### src/rtl/fpu_exception_sequencer.sv
// ============================================================================
// Module   : fpu_exception_sequencer
// Purpose  : Issue/result stage behind the FPU exception check. Takes one
//            operation per valid/ready handshake. An excepting operation gets
//            its IEEE-style special result here, without starting the core.
//            A clean operation launches the multi-cycle arithmetic core and
//            waits for it under a timeout. Either way, the result is held
//            until the consumer accepts it.
// Ports    : clk, rst_n              - clock (rising edge), async active-low reset
//            in_valid/in_ready       - operation handshake
//            fp_operation, op_a/op_b - operation code and operands
//            op_is_exception/fp_exce - exception flag and code for the operands
//            core_start/op/a/b       - launch pulse and latched operation to core
//            core_done/core_result   - core completion pulse and result
//            out_valid/out_ready     - result handshake
//            result/result_exce      - final result and its exception code
//            out_timeout             - result came from the timeout path
// Revision : 1.0 - initial release
// ============================================================================
`default_nettype none

module fpu_exception_sequencer #(
  parameter int unsigned TIMEOUT_CYCLES = 16,
  parameter logic [7:0]  QNAN_VALUE     = 8'h7C,
  parameter logic [6:0]  INF_MAG        = 7'h78,
  parameter logic [2:0]  NO_EXCE        = 3'd0,
  parameter logic [2:0]  QNAN_EXCE      = 3'd1,
  parameter logic [2:0]  INF_EXCE       = 3'd2,
  parameter logic [2:0]  ZERO_DIV_EXCE  = 3'd3
) (
  input  logic       clk,
  input  logic       rst_n,
  input  logic       in_valid,
  output logic       in_ready,
  input  logic [1:0] fp_operation,
  input  logic [7:0] op_a,
  input  logic [7:0] op_b,
  input  logic       op_is_exception,
  input  logic [2:0] fp_exce,
  output logic       core_start,
  output logic [1:0] core_op,
  output logic [7:0] core_a,
  output logic [7:0] core_b,
  input  logic       core_done,
  input  logic [7:0] core_result,
  output logic       out_valid,
  input  logic       out_ready,
  output logic [7:0] result,
  output logic [2:0] result_exce,
  output logic       out_timeout
);

  localparam int unsigned CW = $clog2(TIMEOUT_CYCLES + 1);
  localparam logic [CW-1:0] COUNT_LAST = CW'(TIMEOUT_CYCLES - 1);

  typedef enum logic [1:0] {
    S_IDLE   = 2'd0,
    S_LAUNCH = 2'd1,
    S_WAIT   = 2'd2,
    S_HOLD   = 2'd3
  } state_t;

  state_t        state;
  logic [CW-1:0] count;

  // Special result for an excepting operation. NaN and infinity operands
  // both collapse to the canonical quiet NaN; a divide by zero yields a
  // signed infinity, except 0/0 which is itself an invalid operation.
  logic [7:0] special_result;
  logic [2:0] special_exce;

  always_comb begin
    special_result = QNAN_VALUE;
    special_exce   = fp_exce;
    if (fp_exce == ZERO_DIV_EXCE) begin
      if (op_a[6:0] == 7'd0) begin
        special_exce = QNAN_EXCE;
      end else begin
        special_result = {op_a[7] ^ op_b[7], INF_MAG};
        special_exce   = ZERO_DIV_EXCE;
      end
    end
  end

  always_ff @(posedge clk or negedge rst_n) begin
    if (!rst_n) begin
      state       <= S_IDLE;
      in_ready    <= 1'b1;
      core_start  <= 1'b0;
      core_op     <= 2'd0;
      core_a      <= 8'd0;
      core_b      <= 8'd0;
      out_valid   <= 1'b0;
      out_timeout <= 1'b0;
      result      <= 8'd0;
      result_exce <= NO_EXCE;
      count       <= '0;
    end else begin
      case (state)
        S_IDLE: begin
          if (in_valid) begin
            core_op  <= fp_operation;
            core_a   <= op_a;
            core_b   <= op_b;
            in_ready <= 1'b0;
            if (op_is_exception) begin
              result      <= special_result;
              result_exce <= special_exce;
              out_valid   <= 1'b1;
              state       <= S_HOLD;
            end else begin
              core_start <= 1'b1;
              state      <= S_LAUNCH;
            end
          end
        end

        // core_start is high for this single cycle; a core_done seen here
        // cannot belong to the operation just launched and is dropped.
        S_LAUNCH: begin
          core_start <= 1'b0;
          count      <= '0;
          state      <= S_WAIT;
        end

        // A completion in the final counted cycle beats the timeout.
        S_WAIT: begin
          count <= count + CW'(1);
          if (core_done) begin
            result      <= core_result;
            result_exce <= NO_EXCE;
            out_valid   <= 1'b1;
            state       <= S_HOLD;
          end else if (count == COUNT_LAST) begin
            result      <= QNAN_VALUE;
            result_exce <= QNAN_EXCE;
            out_timeout <= 1'b1;
            out_valid   <= 1'b1;
            state       <= S_HOLD;
          end
        end

        S_HOLD: begin
          if (out_ready) begin
            out_valid   <= 1'b0;
            out_timeout <= 1'b0;
            in_ready    <= 1'b1;
            state       <= S_IDLE;
          end
        end

        default: state <= S_IDLE;
      endcase
    end
  end

endmodule

`default_nettype wire
### config.mk
export PLATFORM = sky130hd
export DESIGN_NAME = fpu_exception_sequencer
export DESIGN_NICKNAME = d
export VERILOG_FILES = /design/src/rtl/fpu_exception_sequencer.sv
export SDC_FILE = /design/constraint.sdc
export NUM_CORES = 1
export LEC_CHECK = 0
export BUFFER_PORTS_ARGS = -buffer_cell sky130_fd_sc_hd__buf_2
export CORE_ASPECT_RATIO = 1.4
export CORE_MARGIN = 2
export CORE_UTILIZATION = 51
export CTS_BUF_LIST = sky130_fd_sc_hd__clkbuf_4 sky130_fd_sc_hd__clkbuf_8
export DETAILED_ROUTE_END_ITERATION = 10
export PLACE_DENSITY = 0.93
export RECOVER_POWER = 100
export SLEW_MARGIN = 25
export SYNTH_ARGS = -nofsm -noshare
export SYNTH_HDL_FRONTEND = slang
export SYNTH_SLANG_ARGS = --single-unit
### constraint.sdc
create_clock -name clk -period 2.62 [get_ports clk]
set_clock_uncertainty 0.2 [all_clocks]
set_input_delay 0.524 -clock clk [delete_from_list [all_inputs] [get_ports clk]]
set_output_delay 0.524 -clock clk [all_outputs]
set_load 0.01 [all_outputs]
==> results of run 1 <==
[flip-flops by register name (all words and copies together), names as in the netlist]
name         cells
core_a           8
core_b           8
core_op          2
core_start       1
count            5
in_ready         1
out_timeout      1
out_valid        1
result           8
result_exce      3
state            2
[area by class of cell]
type,instances,area [um2]
clock buffer,5,68.82
fill,333,1319
sequential,40,1002
timing repair buffer,70,311.5
tap,42,52.55
multi-input combinational,101,779.5
inverter,17,63.81
clock inverter,3,46.29
[layout by cell type (no fill, tap or decap), types with 2 or more instances in the layout]
master,n
o21ai_0,12
clkbuf_8,5
nor2_1,12
clkbuf_1,33
nand2_1,7
nand3b_1,2
a21oi_1,8
nor3b_1,2
mux2i_1,5
buf_2,35
a31oi_1,2
o32ai_1,2
inv_1,17
nand4_1,3
ha_1,8
dfrtp_1,39
mux2_2,18
nand3_1,4
[how the worst max path moves through the flow]
stage,start,end,slack (ns),depth (start not counted)
after floorplan,state[0],result_exce[2],0.63,6
after global placement,op_a[2],result_exce[1],0.60,5
after detailed placement,state[0],result[2],0.51,6
after CTS,state[0],result[7],0.47,7
after global routing,count[0],result[6],0.25,8
final,count[0],result_exce[0],0.37,8
[Yosys cell counts, drive strengths merged (2+ instances only)]
master  count
nand3b      2
dfrtp      39
nand3       4
o32ai       2
nor2       12
a21oi       9
buf         6
nand2       7
clkbuf      2
or4         2
inv        17
nand4       3
nor3b       2
mux2i       5
o21ai      12
ha          8
a31oi       2
mux2       19
[logic make-up (layout without fill, tap and decap cells)]
family / count (synthesis) / in the layout / synth area share, %
DFF: 40 / 40 / 52.15
and+or+nand+nor: 37 / 37 / 11.59
AOI/OAI and AO/OA: 31 / 31 / 10.61
buffers and inverters: 25 / 95 / 6.055
muxes: 24 / 24 / 13.93
adders and majority gates: 8 / 8 / 5.209
xor gates and xnor gates: 1 / 1 / 0.4558
[power by group through the flow]
stage	logic (mW)	registers [mW]	clock network, mW
final	1.17	1.06	0.514
after global routing	1.30	1.10	0.556
after CTS	1.29	1.06	0.523
after detailed placement	1.28	1.07	0
after global placement	1.22	1.05	0
after floorplan	0.745	1.17	0
[critical path, cell delays in order (launching register included)]
cell      delay [ns]
dfrtp_1         0.41
ha_1            0.24
and3_1          0.19
ha_1            0.19
nor3b_1         0.40
a211oi_4        0.11
buf_4           0.21
nor2_1          0.13
a21oi_1         0.06
[layer usage]
| metal | global-route usage [%] | wire, um | share of wire [%] |
|---|---|---|---|
| met5 | 0 | 0 | 0 |
| met4 | 6.905 | 43 | 1.1 |
| met3 | 5.093 | 246 | 6.1 |
| met2 | 36.31 | 2225 | 55 |
| met1 | 22.61 | 1534 | 38 |
[metrics by stage]
step,power (mW),instance area [um2],hold WS (ns)
CTS,2.876,2395,0.1673
global route,2.953,2325,0.1991
global placement,2.272,2280,0.2820
detailed placement,2.345,2280,0.2885
floorplan,1.916,1922,0.02841
finish,2.744,2325,0.1371
==> summary.txt, run 1 <==
Run status
  – Status: finished, final reports clean

Route
  – Final WL: approximately 4000 um
  – Drt drc: 0
  – Drt pass-1 iters: 4
  – DRT iter0 DRCs: 47
  – Vias post-DR: ~1500
  – Via density: approximately 5.3
  – ANT nets after route: 0
  – Drt wl/cell: around 15 um

Layout
  – Layout cells sized above 1: ~28%
  – Diodes inserted: 0
  – Final core occ: 63.80%
  – Area grow syn2layout: 20.96%
  – Final cell count without fillers: approximately 280
  – Nets@finish: 278

Synth
  – Top post-synthesis cells by area: dfrtp_1 51%, mux2_2 11%, ha_1 5.2%
  – Seq cells post-synth: 40
  – Main synth FF type: dfrtp_1
  – Syn_area_per_cell: approximately 12 um2
  – Post-synthesis instance area: between 1500 and 2000 um2
  – Yosys warns: 0
  – Syn Inst Count: between 150 and 200
  – Top cell type's share of synthesized area: approximately half
  – Yosys cell types: 38
  – Fraction of registers with async set/reset: between 90% and 100%
  – Yosys top cell by area: dfrtp_1
  – EDFF count, synth: 0
  – Seq/Total Area, Yosys: 52.15%
  – Syn_nets: approximately 210

Power
  – Seq pwr share: between 30% and 40%
  – P_sw: 1.071 mW
  – Clock power share: a little under a fifth
  – Internal power: approximately 1.7 mW
  – Comb pwr share: a little over two fifths
  – Peak VDD IR: 0.8881 mV
  – Pleak: between 1 and 1.5 nW
  – PwrDens: 1180 nW/um2
  – Sw Ratio: 39.04%

Placed design
  – Final HPWL from detailed placement: 3013 um
  – Dpl cells: 270
  – Dpl ws: between 0.5 and 0.6 ns
  – # port buffers: between 60 and 70
  – Routability congestion estimate from global placement: between 0.7 and 0.8

GRT
  – Global Route Usage Sum: about a fifth
  – Overflow after GRT: 0
  – Largest net degree at the start of global routing: 41
  – Vias in the first global route: 1498
  – First-pass GRT wire length: between 6000 and 7000 um
  – Antenna violations before repair: 0

Setup path
  – Worst-path maximum fanout: 15
  – Endpoint class of the critical path: register
  – CP startpoint kind: register
  – Critical path arrival: ~2.2 ns
  – Reg2Reg Depth: 8
  – CP Class: reg -> reg
  – Worst r2r dst: result_exce[0]
  – R2r setup slk: 0.37 ns
  – Required time worst endpoint: 2.60 ns
  – Origin of the critical flop-to-flop path: count[0]

Floorplanning
  – Die height: between 70 and 80 um
  – FP Rows: 26
  – Chip width: roughly 56 um
  – Core Area: 3643 um2
  – IO Pins: ~70
  – Initial Utilization: about 53%
  – Die area: about 4300 um2

Flow run
  – Max-cap violations: 0

Clocking
  – TritonCTS Buffers: 5
  – CTS resizes: 0
  – Hold buffer count at cts: 0
  – Clk slew on worst S/H paths: 0.08 ns
  – # clock sinks: 40
  – Post-CTS Setup Inserts: 0
  – Clock buffer depth: 2
  – Htree depth: 2
  – Worst-Skew Late Latency: ~0.29 ns
  – Root buf cell: clkbuf_8
  – CTS tree: done

Timing
  – Relative slew slack: 42.57%
  – Final period util: between 80% and 90%
  – Worst Tran Pin Value: approximately 0.86 ns
  – Setup TNS: 0 ns
  – Slew Limit Fails: 0
  – Final setup fails: 0
  – Post-route setup slack: 0.3664 ns
  – Final Hold Fails: 0
  – Max Clk Rate: roughly 440 MHz
  – Crit path time final: roughly 2.3 ns
  – RSZ-0062 raised after global routing: false

Hold path
  – Hold WC Path Type: in -> async
Power figures use the tool's default switching activity.
==> run 2: changes to the inputs <==
==> constraint.sdc (replaced) <==
create_clock -name clk -period 2.3 [get_ports clk]
set_clock_uncertainty 0.2 [all_clocks]
set_input_delay 0.46 -clock clk [delete_from_list [all_inputs] [get_ports clk]]
set_output_delay 0.46 -clock clk [all_outputs]
set_load 0.01 [all_outputs]
==> run 2 against run 1 <==
  * Non-clock buffer count rose by 9
  * Fmax is 7.0% higher
  * Global-route usage grew 1.2 points
==> summary.txt, run 2 (same netlist as run 1, synthesis figures left out) <==
Power
  – Peak VDD IR: 0.8711 mV
  – Pleak: between 1 and 1.5 nW
  – Power, Total: between 3 and 4 mW
  – PwrDens: between 1000 and 1500 nW/um2

Clocking
  – Worst-Skew Late Latency: slightly below 0.3 ns
  – TritonCTS Buffers: 5
  – CTS tree: done
  – Clock buffer depth: 2
  – Htree depth: 2
  – # clock sinks: 40
  – Root buf cell: clkbuf_8
  – CTS resizes: 0
  – Clk slew on worst S/H paths: around 0.080 ns

Route
  – Vias post-DR: between 1500 and 2000
  – Via density: 5.345
  – Final WL: 4217 um
  – ANT nets after route: 0
  – Drt wl/cell: between 10 and 15 um
  – DRT iter0 DRCs: 54
  – Drt pass-1 iters: 4
  – Drt drc: 0

Layout
  – Nets@finish: 287
  – Final core occ: about two thirds
  – Layout cells sized above 1: 30.61%
  – Post-route cell area: ~2400 um2
  – Final cell count without fillers: 287
  – Most frequent cells in the layout: 39 x dfrtp_1, 35 x clkbuf_1, 34 x buf_2, 18 x mux2_2, 17 x inv_1
  – Diodes inserted: 0
  – Area grow syn2layout: 25.65%
  – Top Registers: core_a x8, core_b x8, result x8
  – Most common cell after layout, fill and taps aside: dfrtp_1

Floorplanning
  – Die height: 76.64 um
  – Core Area: around 3600 um2
  – FP Rows: 26
  – IO Pins: between 60 and 70
  – Die area: 4282 um2
  – Initial Utilization: roughly 53%
  – Chip width: ~56 um

GRT
  – Largest net degree at the start of global routing: 22
  – Global Route Usage Sum: about a fifth
  – Grt met1 use: 25.39%
  – Overflow after GRT: 0
  – Top Usage Layer GRT: met2
  – Antenna violations before repair: 0
  – Vias in the first global route: ~1500
  – First-pass GRT wire length: between 7000 and 8000 um
  – Grt met3 use: between 5 and 6%
  – Met2 GRT Util: between 30% and 40%

Placed design
  – DP Area: between 2000 and 2500 um2
  – Final HPWL from detailed placement: roughly 3100 um
  – Routability congestion estimate from global placement: approximately 0.83
  – Dpl ws: -0.07044 ns
  – Dpl cells: between 200 and 300
  – # port buffers: 67

Timing
  – Final period util: ~92%
  – Setup TNS: 0 ns
  – Slew Limit Fails: 0
  – Max Clk Rate: ~470 MHz
  – Final setup fails: 0
  – RSZ-0062 raised after global routing: false
  – Hold Slack: between 0.15 and 0.2 ns
  – Crit path time final: 2.107 ns
  – Final Hold Fails: 0
  – Relative slew slack: 22.67%
  – Post-route setup slack: approximately 0.19 ns
  – Worst Tran Pin Value: roughly 1.2 ns

Flow run
  – Max-cap violations: 0

Setup path
  – CP Class: reg -> reg
  – Worst-path maximum fanout: 5
  – Critical path arrival: 2.08 ns
  – Required time worst endpoint: roughly 2.3 ns
  – CP startpoint kind: register
  – Endpoint class of the critical path: register

Hold path
  – Hold WC Path Type: in -> reg

Run status
  – Status: finished, final reports clean
run 2: timing repair:
item	CTS	global route
hold buffers	1	0
hold endpoints to repair	19	0
endpoints found under the setup margin	1	0
setup buffers	3	0
run 2: final cells by class:
| class | count | area, um2 |
|---|---|---|
| Clock inverter | 3 | 46.29 |
| Inverter | 17 | 63.81 |
| Fill cell | 305 | 1229 |
| Tap cell | 42 | 52.55 |
| Clock buffer | 5 | 68.82 |
| Sequential cell | 40 | 1002 |
| Timing Repair Buffer | 79 | 387.9 |
| Multi-Input combinational cell | 101 | 793.3 |
run 2: worst paths after layout:
path | cells after the start | start | slack, ns | end
min in group asynchronous | 2 | rst_n | 0.72 | core_start
hold reg to reg | 1 | core_b[5] | 0.31 | core_b[5]
setup reg to reg | 8 | count[0] | 0.19 | result[1]
max in group asynchronous | 3 | rst_n | 0.43 | in_ready
hold / removal | 2 | op_b[0] | 0.20 | core_b[0]
setup / recovery | 8 | count[0] | 0.19 | result[1]
run 2: critical path, stage by stage (launching register included):
cell and delay [ns]:
dfrtp_1 0.40, ha_1 0.24, and3_1 0.20, ha_1 0.22
nor3b_2 0.32, a211oi_4 0.08, clkbuf_1 0.16, nand4_1 0.10
o21ai_0 0.08
run 2: per-layer routing:
metal  part of all wire, %  vias up  wire length (um)
met1                    39      749              1654
met5                     0        -                 0
li1                      -      730                 -
met2                    54       53              2293
met3                   6.0        2               253
met4                  0.38        0                16
run 2: power breakdown:
group	total, mW	internal [mW]	switching [mW]
Sequential	1.20	1.02	0.175
Combinational	1.46	0.636	0.823
Clock	0.582	0.327	0.255
==> run 3: changes to the inputs <==
--- a/config.mk
+++ b/config.mk
@@ -8,10 +8,10 @@
 export BUFFER_PORTS_ARGS = -buffer_cell sky130_fd_sc_hd__buf_2
 export CORE_ASPECT_RATIO = 1.4
 export CORE_MARGIN = 2
-export CORE_UTILIZATION = 51
+export CORE_UTILIZATION = 55
 export CTS_BUF_LIST = sky130_fd_sc_hd__clkbuf_4 sky130_fd_sc_hd__clkbuf_8
 export DETAILED_ROUTE_END_ITERATION = 10
-export PLACE_DENSITY = 0.93
+export PLACE_DENSITY = 0.95
 export RECOVER_POWER = 100
 export SLEW_MARGIN = 25
 export SYNTH_ARGS = -nofsm -noshare
==> constraint.sdc (replaced) <==
create_clock -name clk -period 2.5 [get_ports clk]
set_clock_uncertainty 0.2 [all_clocks]
set_input_delay 0.5 -clock clk [delete_from_list [all_inputs] [get_ports clk]]
set_output_delay 0.5 -clock clk [all_outputs]
set_load 0.01 [all_outputs]
==> run 3 against run 2 <==
  * Flip-flop and latch count is the same
  * Combinational power shrank 15%
  * Setup slack gained 0.13 ns
  * Final area shrank 3.3%
  * Critical endpoint is now result[7]
  * Largest cell class unchanged
==> summary.txt, run 3 (same netlist as run 1, synthesis figures left out) <==
Layout
  – Top Registers: core_a x8, core_b x8, result x8
  – Final core occ: a little over two thirds
  – Post-route cell area: 2335 um2
  – Fillers: about 250
  – Most frequent cells in the layout: 39 x dfrtp_1, 34 x buf_2, 33 x clkbuf_1, 18 x mux2_2, 17 x inv_1
  – Layout cells sized above 1: about 29%
  – Area grow syn2layout: 21.48%
  – Diodes inserted: 0
  – Nets@finish: approximately 280
  – Most common cell after layout, fill and taps aside: dfrtp_1

Clocking
  – CTS resizes: 0
  – # clock sinks: 40
  – TritonCTS Buffers: 5
  – Post-CTS Setup Inserts: 0
  – Root buf cell: clkbuf_8
  – Hold buffer count at cts: 0
  – Worst-Skew Late Latency: approximately 0.29 ns
  – Htree depth: 2
  – Clock buffer depth: 2
  – CTS tree: done
  – Clk slew on worst S/H paths: 0.08 ns

Route
  – Via density: between 5 and 6
  – Final WL: ~4200 um
  – DRT iter0 DRCs: a little under 50
  – Drt drc: 0
  – ANT nets after route: 0
  – Drt wl/cell: 15.24 um
  – Drt pass-1 iters: 4
  – Vias post-DR: 1481

GRT
  – Antenna violations before repair: 0
  – Overflow after GRT: 0
  – First-pass GRT wire length: ~6800 um
  – Largest net degree at the start of global routing: 41
  – Vias in the first global route: 1535
  – Global Route Usage Sum: between 20% and 30%

Setup path
  – Worst r2r dst: result[7]
  – Critical path arrival: approximately 2.2 ns
  – R2r setup slk: 0.32 ns
  – Required time worst endpoint: about 2.5 ns
  – Origin of the critical flop-to-flop path: count[1]
  – CP startpoint kind: register
  – Endpoint class of the critical path: register
  – Worst-path maximum fanout: 13
  – Reg2Reg Depth: 8
  – CP Class: reg -> reg

Timing
  – Final period util: roughly 87%
  – Max Clk Rate: about 460 MHz
  – Crit path time final: 2.176 ns
  – Final Hold Fails: 0
  – RSZ-0062 raised after global routing: false
  – Relative slew slack: 35.90%
  – Slew Limit Fails: 0
  – Worst Tran Pin Value: approximately 0.96 ns
  – Setup TNS: 0 ns
  – Final setup fails: 0

Placed design
  – DP Area: approximately 2300 um2
  – Final HPWL from detailed placement: about 3000 um
  – # port buffers: 67
  – Routability congestion estimate from global placement: between 0.7 and 0.8

Floorplanning
  – Chip width: ~54 um
  – Die height: roughly 74 um
  – Core Area: ~3300 um2
  – Die area: roughly 4000 um2
  – Initial Utilization: 57.42%
  – FP Rows: 25
  – IO Pins: slightly below 70

Power
  – Peak VDD IR: between 0.7 and 0.8 mV
  – PwrDens: 1237 nW/um2
  – Pleak: approximately 1.1 nW

Flow run
  – Max-cap violations: 0

Hold path
  – Hold WC Path Type: in -> async

Run status
  – Status: finished, final reports clean
[run 3: changes by cell type in the layout (fill, tap and decap cells not counted), moves of 2 or more]
cell | before | now
buf_4 | 7 | 1
clkinv_4 | 0 | 2
clkbuf_1 | 35 | 33
clkbuf_2 | 0 | 2
[run 3: area by class of cell]
| cell class | count | area, um2 | share of cell area, % |
|---|---|---|---|
| flip-flops and latches | 40 | 1002 | 42.93 |
| multi-input cells | 101 | 790.8 | 33.87 |
| repair buffers | 70 | 311.5 | 13.34 |
| clock buffers | 5 | 68.82 | 2.947 |
| inverters | 17 | 63.81 | 2.733 |
| well taps | 40 | 50.05 | 2.144 |
| clock inverters | 3 | 47.55 | 2.036 |
[run 3: critical path: stages, from the launching register on]
cell and delay, ns:
dfrtp_1 0.38, ha_1 0.21, and3_1 0.20, ha_1 0.23
nor3b_4 0.07, a211oi_4 0.35, buf_4 0.26, nor2_1 0.06
a31oi_1 0.14
[run 3: metal layers]
metal	share of wire (%)	global-route usage (%)	routed length (um)
met2	53	38.89	2228
met4	2.6	11.11	108
met3	4.3	6.024	180
met5	0	0	0
met1	40	27.71	1688
[run 3: through the flow]
| stage | hold WS (ns) | instances | power, mW | setup slack [ns] |
|---|---|---|---|---|
| 2_1_floorplan | 0.004409 | 166 | 2.008 | 0.5076 |
| 3_3_place_gp | 0.2825 | 268 | 2.388 | 0.4342 |
| 3_5_place_dp | 0.2889 | 268 | 2.461 | 0.3450 |
| 4_1_cts | 0.1399 | 276 | 3.010 | 0.3135 |
| 5_1_grt | 0.2143 | 276 | 3.109 | 0.1085 |
| 6_report | 0.1435 | 276 | 2.888 | 0.3239 |
[run 3: worst max path at each step]
stage	slack [ns]	startpoint	end	cells past startpoint
5_1_grt	0.11	count[0]	state[0]	7
2_1_floorplan	0.51	state[0]	result_exce[2]	6
3_3_place_gp	0.43	state[0]	result[0]	7
4_1_cts	0.31	count[1]	result[7]	8
3_5_place_dp	0.35	count[0]	result[0]	8
6_report	0.32	count[1]	result[7]	8
[run 3: report_power, final]
part	switching [mW]	internal (mW)	leakage, nW
logic	0.722	0.517	0.530
registers	0.172	0.943	0.474
clock network	0.235	0.300	0.0583
